**src/rtl/demux_pkg.sv**
```systemverilog
// demux_pkg: definitions shared by the demux select sequencer.
//   state_t      - sequencer states (IDLE, DRIVE, GAP, FIN)
//   MODE_SCAN    - walk every channel 0..N-1
//   MODE_SINGLE  - drive only the directed channel
//   SEL_W_DEF / DWELL_W_DEF - default select and dwell widths
package demux_pkg;

    localparam int unsigned SEL_W_DEF   = 2;
    localparam int unsigned DWELL_W_DEF = 8;

    localparam logic MODE_SCAN   = 1'b0;
    localparam logic MODE_SINGLE = 1'b1;

    typedef enum logic [1:0] {
        IDLE  = 2'd0,
        DRIVE = 2'd1,
        GAP   = 2'd2,
        FIN   = 2'd3
    } state_t;

endpackage

```
**src/rtl/demux_sel_seq_dwell_cnt.sv**
```systemverilog
// dwell_cnt: loadable down-counter with a terminal-count flag.
// Ports:
//   clk, rst_n - clock, synchronous active-low reset (clears the count)
//   load       - load load_val (takes priority over dec)
//   load_val   - value to load, expected >= 1
//   dec        - decrement by one
//   tc         - high while the count equals 1 (last cycle of a dwell)
module dwell_cnt #(
    parameter int unsigned W = 8
) (
    input  logic         clk,
    input  logic         rst_n,
    input  logic         load,
    input  logic [W-1:0] load_val,
    input  logic         dec,
    output logic         tc
);

    logic [W-1:0] count;

    always_ff @(posedge clk) begin
        if (!rst_n) begin
            count <= '0;
        end else if (load) begin
            count <= load_val;
        end else if (dec && count != '0) begin
            count <= count - W'(1);
        end
    end

    assign tc = (count == W'(1));

endmodule

```
**src/rtl/demux_sel_seq.sv**
```systemverilog
// demux_sel_seq: select/enable sequencer feeding a 1-to-(2**SEL_W) demux.
// On start it enables each channel for dwell cycles (0 treated as 1), with a
// one-cycle e=0 gap between channels. Scan mode walks 0..N-1, single mode
// drives ch_in only. abort in DRIVE/GAP ends the run through FIN (done pulse).
// Ports:
//   clk, rst_n - clock, synchronous active-low reset
//   start      - request, accepted only in IDLE (mode/ch_in/dwell captured)
//   mode       - MODE_SCAN or MODE_SINGLE
//   ch_in      - channel for single mode
//   dwell      - enable-high cycles per channel
//   abort      - terminate the running sequence
//   a, e       - registered demux select and enable
//   busy       - high while the sequence runs (low in the FIN cycle)
//   done       - one-cycle completion pulse
// Build option: DEMUX_SEQ_LOOP_EN makes scan mode wrap to channel 0 forever,
// leaving abort as the only way to finish a scan.
module demux_sel_seq
    import demux_pkg::*;
#(
    parameter int unsigned SEL_W   = SEL_W_DEF,
    parameter int unsigned DWELL_W = DWELL_W_DEF
) (
    input  logic               clk,
    input  logic               rst_n,
    input  logic               start,
    input  logic               mode,
    input  logic [SEL_W-1:0]   ch_in,
    input  logic [DWELL_W-1:0] dwell,
    input  logic               abort,
    output logic [SEL_W-1:0]   a,
    output logic               e,
    output logic               busy,
    output logic               done
);

    state_t             state, state_nxt;
    logic [SEL_W-1:0]   a_nxt;
    logic               mode_r;
    logic [DWELL_W-1:0] dwell_r;
    logic [DWELL_W-1:0] dwell_eff;
    logic               cap;
    logic               cnt_load;
    logic [DWELL_W-1:0] cnt_val;
    logic               cnt_dec;
    logic               tc;
    logic               last_ch;

    assign dwell_eff = (dwell == '0) ? DWELL_W'(1) : dwell;

`ifdef DEMUX_SEQ_LOOP_EN
    assign last_ch = (mode_r == MODE_SINGLE);
`else
    assign last_ch = (mode_r == MODE_SINGLE) || (a == '1);
`endif

    dwell_cnt #(.W(DWELL_W)) u_dwell_cnt (
        .clk      (clk),
        .rst_n    (rst_n),
        .load     (cnt_load),
        .load_val (cnt_val),
        .dec      (cnt_dec),
        .tc       (tc)
    );

    always_comb begin
        state_nxt = state;
        a_nxt     = a;
        cap       = 1'b0;
        cnt_load  = 1'b0;
        cnt_val   = dwell_r;
        cnt_dec   = 1'b0;
        case (state)
            IDLE: begin
                if (start) begin
                    state_nxt = DRIVE;
                    cap       = 1'b1;
                    cnt_load  = 1'b1;
                    cnt_val   = dwell_eff;
                    a_nxt     = (mode == MODE_SINGLE) ? ch_in : '0;
                end
            end
            DRIVE: begin
                if (abort) begin
                    state_nxt = FIN;
                end else if (tc) begin
                    state_nxt = last_ch ? FIN : GAP;
                end else begin
                    cnt_dec = 1'b1;
                end
            end
            GAP: begin
                if (abort) begin
                    state_nxt = FIN;
                end else begin
                    // select advances only here, while e is already low
                    state_nxt = DRIVE;
                    a_nxt     = a + SEL_W'(1);
                    cnt_load  = 1'b1;
                end
            end
            FIN: begin
                state_nxt = IDLE;
            end
            default: begin
                state_nxt = IDLE;
            end
        endcase
    end

    // outputs are registered from the next state so they change on the edge
    // that enters the state they describe
    always_ff @(posedge clk) begin
        if (!rst_n) begin
            state   <= IDLE;
            a       <= '0;
            e       <= 1'b0;
            busy    <= 1'b0;
            done    <= 1'b0;
            mode_r  <= MODE_SCAN;
            dwell_r <= '0;
        end else begin
            state <= state_nxt;
            a     <= a_nxt;
            e     <= (state_nxt == DRIVE);
            busy  <= (state_nxt == DRIVE) || (state_nxt == GAP);
            done  <= (state_nxt == FIN);
            if (cap) begin
                mode_r  <= mode;
                dwell_r <= dwell_eff;
            end
        end
    end

endmodule

```
**config.mk**
```make
export PLATFORM = sky130hd
export DESIGN_NAME = demux_sel_seq
export DESIGN_NICKNAME = d
export VERILOG_FILES = /design/src/rtl/demux_pkg.sv /design/src/rtl/demux_sel_seq_dwell_cnt.sv /design/src/rtl/demux_sel_seq.sv
export SDC_FILE = /design/constraint.sdc
export NUM_CORES = 1
export LEC_CHECK = 0
export ABC_AREA = 1
export CORE_UTILIZATION = 53
export DETAILED_ROUTE_END_ITERATION = 6
export GPL_ROUTABILITY_DRIVEN = 0
export PLACE_DENSITY = 0.8
export SLEW_MARGIN = 0
export SYNTH_ARGS = -nofsm -noshare
export SYNTH_HDL_FRONTEND = slang
export SYNTH_SLANG_ARGS = --single-unit
export TNS_END_PERCENT = 20
```
**constraint.sdc**
```tcl
create_clock -name clk -period 1.71 [get_ports clk]
set_input_delay 0.171 -clock clk [delete_from_list [all_inputs] [get_ports clk]]
set_output_delay 0.171 -clock clk [all_outputs]
set_load 0.01 [all_outputs]
```
## Word level (Yosys, flattened, before mapping)

Cells that the tools add are included.

- Input bits: 15
- Output and inout bits: 5
- Register bits after elaboration: 24
- Logic and storage cells: 51

- Add/sub/neg operators: 2
- Muxes and demuxes: 22
- Equality and inequality tests: 10
- Reductions and logical operators: 9

Operators by type and width:

| operator | count |
|---|---|
| two-way mux 8 bit | 5 |
| two-way mux 2 bit | 7 |
| equality test 2 bit (second input constant) | 5 |
| equality test 8 x 1 -> 1 bit (second input constant) | 1 |
| logical NOT 8 bit | 1 |
| one-hot mux 2 bit (4 select lines) | 1 |
| nonzero test 8 bit | 1 |
| subtractor 8 x 1 -> 8 bit (second input constant) | 1 |
| two-way mux 1 bit | 7 |
| equality test 2 x 1 -> 1 bit (second input constant) | 2 |
| != test 2 bit (second input constant) | 2 |
| one-hot mux 2 bit (2 select lines) | 1 |
| nonzero test 2 bit | 2 |
| AND reduction 3 bit | 1 |
| adder 2 x 1 -> 2 bit (second input constant) | 1 |
| logical NOT 2 bit | 1 |
| logical OR 1 bit | 2 |
| one-hot mux 1 bit (2 select lines) | 1 |
| logical AND 1 bit | 1 |

## Longest topological paths before layout

Gate-level depths: netlist of run 1.

- Depth in word-level cells: 8
- Mapped depth: 10
- Mapped depth without buffers: 10

## Hierarchy

A second synthesis of run 1 with hierarchy kept.

- Cells, all modules: 227
- Area, all modules: 1422.6 um^2

By module, submodules not included:

| module | area each (um^2) | times used | sequential area each (um^2) | cells each |
|---|---|---|---|---|
| demux_sel_seq | 804.5 | 1 | 320.3 | 121 |
| dwell_cnt | 618.1 | 1 | 160.2 | 106 |

## Worst setup path after synthesis of run 1

No wires, ideal clock.

- Kind: register to register
- From: register u_dwell_cnt.count[1]
- To: register busy
- Stages on the path, launching flop included: 10
- Arrival time: 1248 ps
- Buffers on the path: 0
- Required time: 1584 ps
- Library setup time: 126 ps
- Path slack: 335 ps
- Cells stage by stage: dfxtp_1 -> inv_1 -> ha_1 -> nand2_2 -> nor2_2 -> nor2_2 -> a21oi_2 -> inv_1 -> ha_1 -> nor2_1

- Word-level cells in the longest chain between the ends: 6
- Elaborated cells on any way between the ends: 7
- Classes of those cells: 3 x eq/ne; 3 x mux; 1 x reduce/logical

RTL lines:

| item | RTL line | text |
|---|---|---|
| start, declared | demux_sel_seq_dwell_cnt.sv:19 | `logic [W-1:0] count;` |
| start signal, assigned | demux_sel_seq_dwell_cnt.sv:25 | `count <= load_val;` |
| start signal, assigned | demux_sel_seq_dwell_cnt.sv:27 | `count <= count - W'(1);` |
| equality test 8 x 1 -> 1 bit * | demux_sel_seq_dwell_cnt.sv:31 | `assign tc = (count == W'(1));` |
| two-way mux 2 bit * | demux_sel_seq.sv:85 | `end else if (tc) begin` |
| two-way mux 2 bit * | demux_sel_seq.sv:83 | `if (abort) begin` |
| one-hot mux 2 bit (4 select lines) * | demux_sel_seq.sv:72 | `case (state)` |
| net state_nxt[1] | demux_sel_seq.sv:36 | `state_t state, state_nxt;` |
| equality test 2 x 1 -> 1 bit / equality test 2 bit (equally long branches) | demux_sel_seq.sv:125 | `busy <= (state_nxt == DRIVE) \|\| (state_nxt == GAP);` |
| logical OR 1 bit * | demux_sel_seq.sv:125 |  |
| end signal, assigned | demux_sel_seq.sv:125 |  |
| end, declared | demux_sel_seq.sv:32 | `output logic busy,` |

The timed path passes the listed nets; every way through them passes the cells marked *.
A chain may end at the register's enable or synchronous reset.

## Worst setup path in the final report of run 1

- From: register u_dwell_cnt.count[0]
- To: register u_dwell_cnt.count[5]

- Word-level cells in the longest chain between the ends: 6
- Elaborated cells on any way between the ends: 10
- Classes of those cells: 1 x add/sub; 1 x eq/ne; 5 x mux; 3 x reduce/logical

RTL lines:

| item |
|---|
| branches (longest 6 deep; another with subtractor 8 x 1 -> 8 bit) |

Several ways; the timed one is not identified. The select of a mux whose other input is x is not followed.

==> impl_metrics.json, run 1 <==
{
  "grt_pass1_vias": 1093,
  "dp_hpwl_mm": 2.25,
  "setup_viol": 0,
  "path_class": "register to register",
  "power_leakage_nw": 0.745,
  "tritoncts": "done",
  "synthArstFlopShare_pct": 0,
  "netlist_top_cells_count": "37 x nand2_1, 32 x nor2_1, 24 x dfxtp_1",
  "wirelength_mm": 2.88,
  "reg2reg_to": "u_dwell_cnt.count[5]",
  "hold_class": "input port to register",
  "fmax_ghz": 0.643,
  "ant_nets": 0,
  "layout_setup_ws_ps": 154,
  "die_area_um2": 2750,
  "port_buffers": 19,
  "rows": 17,
  "synth_top_area_share_pct": 35.7,
  "syn-num-nets": 216,
  "synth.area.top_cells": "dfxtp_1 36%, nand2_1 10%, nor2_1 8.9%",
  "powerDensity_nw_per_um2": 971,
  "globalRouteTotalUtil_pct": 22.9,
  "synth_edf_count": 0,
  "seq_area_frac_synth_pct": 35.7,
  "status": "finished clean",
  "antenna_found_initial": 0,
  "n_antenna_cell": 0,
  "clk_latency_ps": 320,
  "cts-root-buf": "clkbuf_4",
  "ff2ff_setup_slack_ps": 150,
  "yosys_warnings": 0,
  "syn_inst": 195,
  "pre_cts_ws_ps": 24.7,
  "cts_buffers": 3,
  "grt_pass1_wl_mm": 4.67,
  "netlist_area_um2": 1350,
  "cts-htree-levels": 1,
  "gr-total-overflow": 0,
  "critical_path.max_fanout": 9,
  "critPathLaunchType": "register",
  "drv_slew": 0,
  "setup_tns_ps": 0,
  "period_share_pct": 91.0,
  "drc_errors": 0,
  "core_region_area_um2": 2300,
  "dp.cells": 245,
  "drt_iter0_markers": 30,
  "synth.most_common_cell": "nand2_1",
  "slew_headroom_pct": 76.5,
  "die_x_um": 52.4,
  "cts_sinks": 24,
  "ff2ff_path_depth": 9,
  "skew_ps": 6.50,
  "synth.avg_cell_area_um2": 6.91,
  "synth_top_cell_by_area": "dfxtp_1",
  "max_cap_viol_count": 0,
  "r2r-start": "u_dwell_cnt.count[0]",
  "end_kind": "register",
  "power.total_mw": 1.59,
  "peakVddDrop_mv": 0.597,
  "synthFlopType": "dfxtp_1",
  "layout.nets": 243,
  "period_minus_slack_ps": 1560,
  "grt_max_degree": 16,
  "start_util_pct": 58.7,
  "clk_pin_slew_ps": 130,
  "tightestPinTransition_ps": 351,
  "grt_setup_unrepaired": "no",
  "firstDrtPassIters": 4,
  "hold_depth": 3,
  "final-hold-violation-count": 0,
  "finalNonFillerCells": 248,
  "cp.arrival_ps": 1800,
  "synth.distinct_cells": 28,
  "num_vias": 1309,
  "io_pins": 20,
  "ys_seq_elements": 24,
  "drive_above_1_share_pct": 12.7,
  "syn2layout_area_growth_pct": 21.2,
  "crit_required_ps": 1960,
  "final_util_pct": 71.1,
  "die-height_um": 52.4,
  "wl_per_cell_um": 11.6,
  "holdPathEnd": "a[1]",
  "clockBufferDepth": 2,
  "via_per_inst": 5.28,
  "holdCritStartpoint": "ch_in[1]"
}
through the flow:
stage | instance area (µm²) | hold slack, ps
4_1_cts | 1620 | 448
5_1_grt | 1630 | 470
2_1_floorplan | 1350 | 264
3_5_place_dp | 1600 | 479
6_report | 1630 | 444
3_3_place_gp | 1600 | 478
cell type report:
cell class | count | area (µm²)
Multi-Input combinational cell | 140 | 751
Clock buffer | 3 | 22.5
Sequential cell | 24 | 480
Fill cell | 190 | 664
Timing Repair Buffer | 26 | 243
Tap cell | 28 | 35.0
Inverter | 27 | 101
power by group:
| part | switching [mW] | internal (mW) |
|---|---|---|
| clock | 0.167 | 0.0825 |
| combinational | 0.375 | 0.265 |
| sequential | 0.0615 | 0.635 |
cell families (layout without fill, tap and decap cells):
family | Yosys count | after routing | synth area share (%)
and+or+nand+nor | 99 | 99 | 33.8
AOI/OAI and AO/OA | 33 | 33 | 14.1
buffers and inverters | 31 | 56 | 9.56
DFF | 24 | 24 | 35.7
adders and majority gates | 6 | 6 | 5.57
xor gates and xnor gates | 2 | 2 | 1.30
placed cells by master (no fill, tap or decap):
| cell | instances |
|---|---|
| o21ai_0 | 15 |
| nand3_2 | 2 |
| clkinv_1 | 1 |
| dfxtp_1 | 24 |
| inv_2 | 4 |
| inv_1 | 22 |
| nor2_1 | 31 |
| clkbuf_4 | 3 |
| nand4_1 | 3 |
| clkdlybuf4s50_1 | 19 |
| nand2_2 | 2 |
| o21ai_1 | 3 |
| nor2_2 | 2 |
| a31oi_1 | 2 |
| buf_4 | 7 |
| nand2_1 | 37 |
| nand2_4 | 2 |
| nand3_1 | 14 |
| o21ai_4 | 1 |
| a21oi_1 | 8 |
| xnor2_1 | 2 |
| o211ai_1 | 3 |
| nor2_4 | 4 |
| a21oi_2 | 1 |
| nor3_1 | 1 |
| ha_1 | 6 |
| or2_1 | 1 |
timing repair:
item                                    CTS  global route
gates resized for setup                   0             4
setup buffers                             0             0
hold buffers                              0             0
endpoints found under the setup margin    0             1
worst max-delay path by stage:
| stage | start | end | slack (ps) | cells past startpoint |
|---|---|---|---|---|
| after floorplan | u_dwell_cnt.count[1] | busy | 340 | 9 |
| after global placement | abort | busy | 80 | 8 |
| after detailed placement | abort | busy | 20 | 8 |
| after CTS | u_dwell_cnt.count[1] | busy | 140 | 9 |
| after global routing | u_dwell_cnt.count[4] | busy | 4 | 8 |
| final | u_dwell_cnt.count[0] | u_dwell_cnt.count[5] | 150 | 9 |
metal layers:
layer / part of all wire, % / global-route usage (%) / up-vias
li1: - / - / 676
met1: 48 / 31.5 / 593
met2: 46 / 37.3 / 37
met3: 5.5 / 2.61 / 3
met4: 0.66 / 6.58 / 0
met5: 0 / 0 / -
critical path, stage by stage (launching register included):
cell and delay (ps):
dfxtp_1 400, inv_1 130, ha_1 220, nand2_1 80, nor2_1 50, nor2_1 170, nand2_4 140, nand2_4 110
nand2_1 60, a21oi_1 130
sequential cells by signal, indices dropped and copies added (netlist names):
name               count
mode_r                 1
a                      2
busy                   1
dwell_r                8
e                      1
state                  2
u_dwell_cnt.count      8
done                   1
(Power assumes the default switching activity.)
==> inputs of run 2 (changes only) <==
Clock period 1.71 ns to 1.7 ns, I/O delays scaled along.
==> impl_metrics.json, run 2 (same netlist as run 1, synthesis figures left out) <==
{
  "period_minus_slack_ps": 1550,
  "r2r-start": "u_dwell_cnt.count[4]",
  "via_per_inst": 5.26,
  "clk_latency_ps": 320,
  "syn2layout_area_growth_pct": 23.2,
  "cts_buffers": 3,
  "crit_required_ps": 1970,
  "die_x_um": 52.4,
  "whs_ps": 417,
  "io_pins": 20,
  "globalRouteTotalUtil_pct": 23.9,
  "grt_pass1_vias": 1106,
  "rows": 17,
  "clk_pin_slew_ps": 150,
  "critPathLaunch": "u_dwell_cnt.count[4]",
  "drt_iter0_markers": 38,
  "firstDrtPassIters": 4,
  "drive_above_1_share_pct": 13.1,
  "powerDensity_nw_per_um2": 1060,
  "wirelength_mm": 2.94,
  "clockBufferDepth": 2,
  "gr-total-overflow": 0,
  "wl_per_cell_um": 11.7,
  "drc_errors": 0,
  "status": "finished clean",
  "die-height_um": 52.4,
  "critical_path.max_fanout": 4,
  "use_met3_pct": 3.48,
  "n_antenna_cell": 0,
  "cts-root-buf": "clkbuf_4",
  "placed_cell_area_um2": 1610,
  "port_buffers": 19,
  "cts-htree-levels": 1,
  "layout.nets": 244,
  "core_region_area_um2": 2300,
  "final_common_cell": "nand2_1",
  "fmax_ghz": 0.643,
  "peakVddDrop_mv": 0.599,
  "setup_viol": 0,
  "final-hold-violation-count": 0,
  "grt_pass1_wl_mm": 4.82,
  "cp.arrival_ps": 1820,
  "slew_headroom_pct": 78.3,
  "dp_hpwl_mm": 2.29,
  "drv_slew": 0,
  "max_cap_viol_count": 0,
  "finalInstanceArea_um2": 1660,
  "top_usage_layer": "met2",
  "end_kind": "register",
  "critPathLaunchType": "register",
  "power.total_mw": 1.76,
  "largestRegisters": "dwell_r x8, u_dwell_cnt.count x8",
  "period_share_pct": 91.4,
  "start_util_pct": 58.7,
  "tritoncts": "done",
  "globalRouteMet2Util_pct": 40.5,
  "path_class": "register to register",
  "postCtsSetupBuffers": 0,
  "grt_max_degree": 16,
  "power_leakage_nw": 0.762,
  "ff2ff_path_depth": 8,
  "use_met1_pct": 32.4,
  "most-common-layout-cells": "37 x nand2_1, 31 x nor2_1, 24 x dfxtp_1, 23 x inv_1, 19 x clkdlybuf4s50_1",
  "skew_ps": 10.2,
  "reg2reg_to": "busy",
  "critical_path.endpoint": "busy",
  "cts_sinks": 24,
  "hold_class": "input port to register",
  "tightestPinTransition_ps": 324,
  "die_area_um2": 2750,
  "antenna_found_initial": 0,
  "ant_nets": 0,
  "grt_setup_unrepaired": "no",
  "ff2ff_setup_slack_ps": 150,
  "num_vias": 1316
}
-- run 2: cell types whose count changed in the layout (fill, tap and decap cells not counted) --
cell and delta:
buf_4 +1, bufinv_16 +1, inv_1 +1, inv_2 -1, nor2_2 +2, nor2_4 -2
-- run 2: worst min-delay path by stage --
stage / to / slack (ps) / start / cells after the start
after floorplan: done / 260 / rst_n / 2
after global placement: mode_r / 480 / mode_r / 2
after detailed placement: mode_r / 480 / mode_r / 2
after CTS: a[1] / 420 / ch_in[1] / 3
after global routing: a[1] / 450 / ch_in[1] / 3
final: a[1] / 420 / ch_in[1] / 3
-- run 2: critical path, cell delays in order, from the launching register on --
cell and delay [ps]:
dfxtp_1 380, nor2_2 180, nand2_1 140, nor2_2 140
nand2_1 60, nand2_1 80, nand3_1 110, ha_1 310
nor2_1 110
-- run 2: through the flow --
step	cells	setup TNS (ps)	utilization, %	worst slack, ps
floorplan	195	0	-	325
global placement	246	0	69.9	78.9
detailed placement	246	-13.9	69.9	-13.9
CTS	250	0	72.2	113
global route	250	0	72.3	21.2
finish	250	0	72.3	146
-- run 2: layout make-up --
type                       count  area [µm²]
clock buffer                   3        22.5
clock inverter                 1        30.0
fill                         209         637
inverter                      27         101
multi-input combinational    140         741
sequential                    24         480
tap                           28        35.0
timing repair buffer          27         250
-- run 2: layer usage --
layer / vias up / part of all wire [%]
met5: - / 0
met4: 0 / 0.48
met3: 4 / 4.9
met2: 32 / 48
met1: 600 / 47
li1: 680 / -
-- run 2: timing repair --
item,4_1_cts,5_1_grt
hold buffers,0,0
endpoints found under the setup margin,0,1
gates resized for setup,0,1
-- run 2: report_power, final --
part	switching, mW	internal [mW]
Clock	0.187	0.238
Sequential	0.0563	0.639
Combinational	0.379	0.265
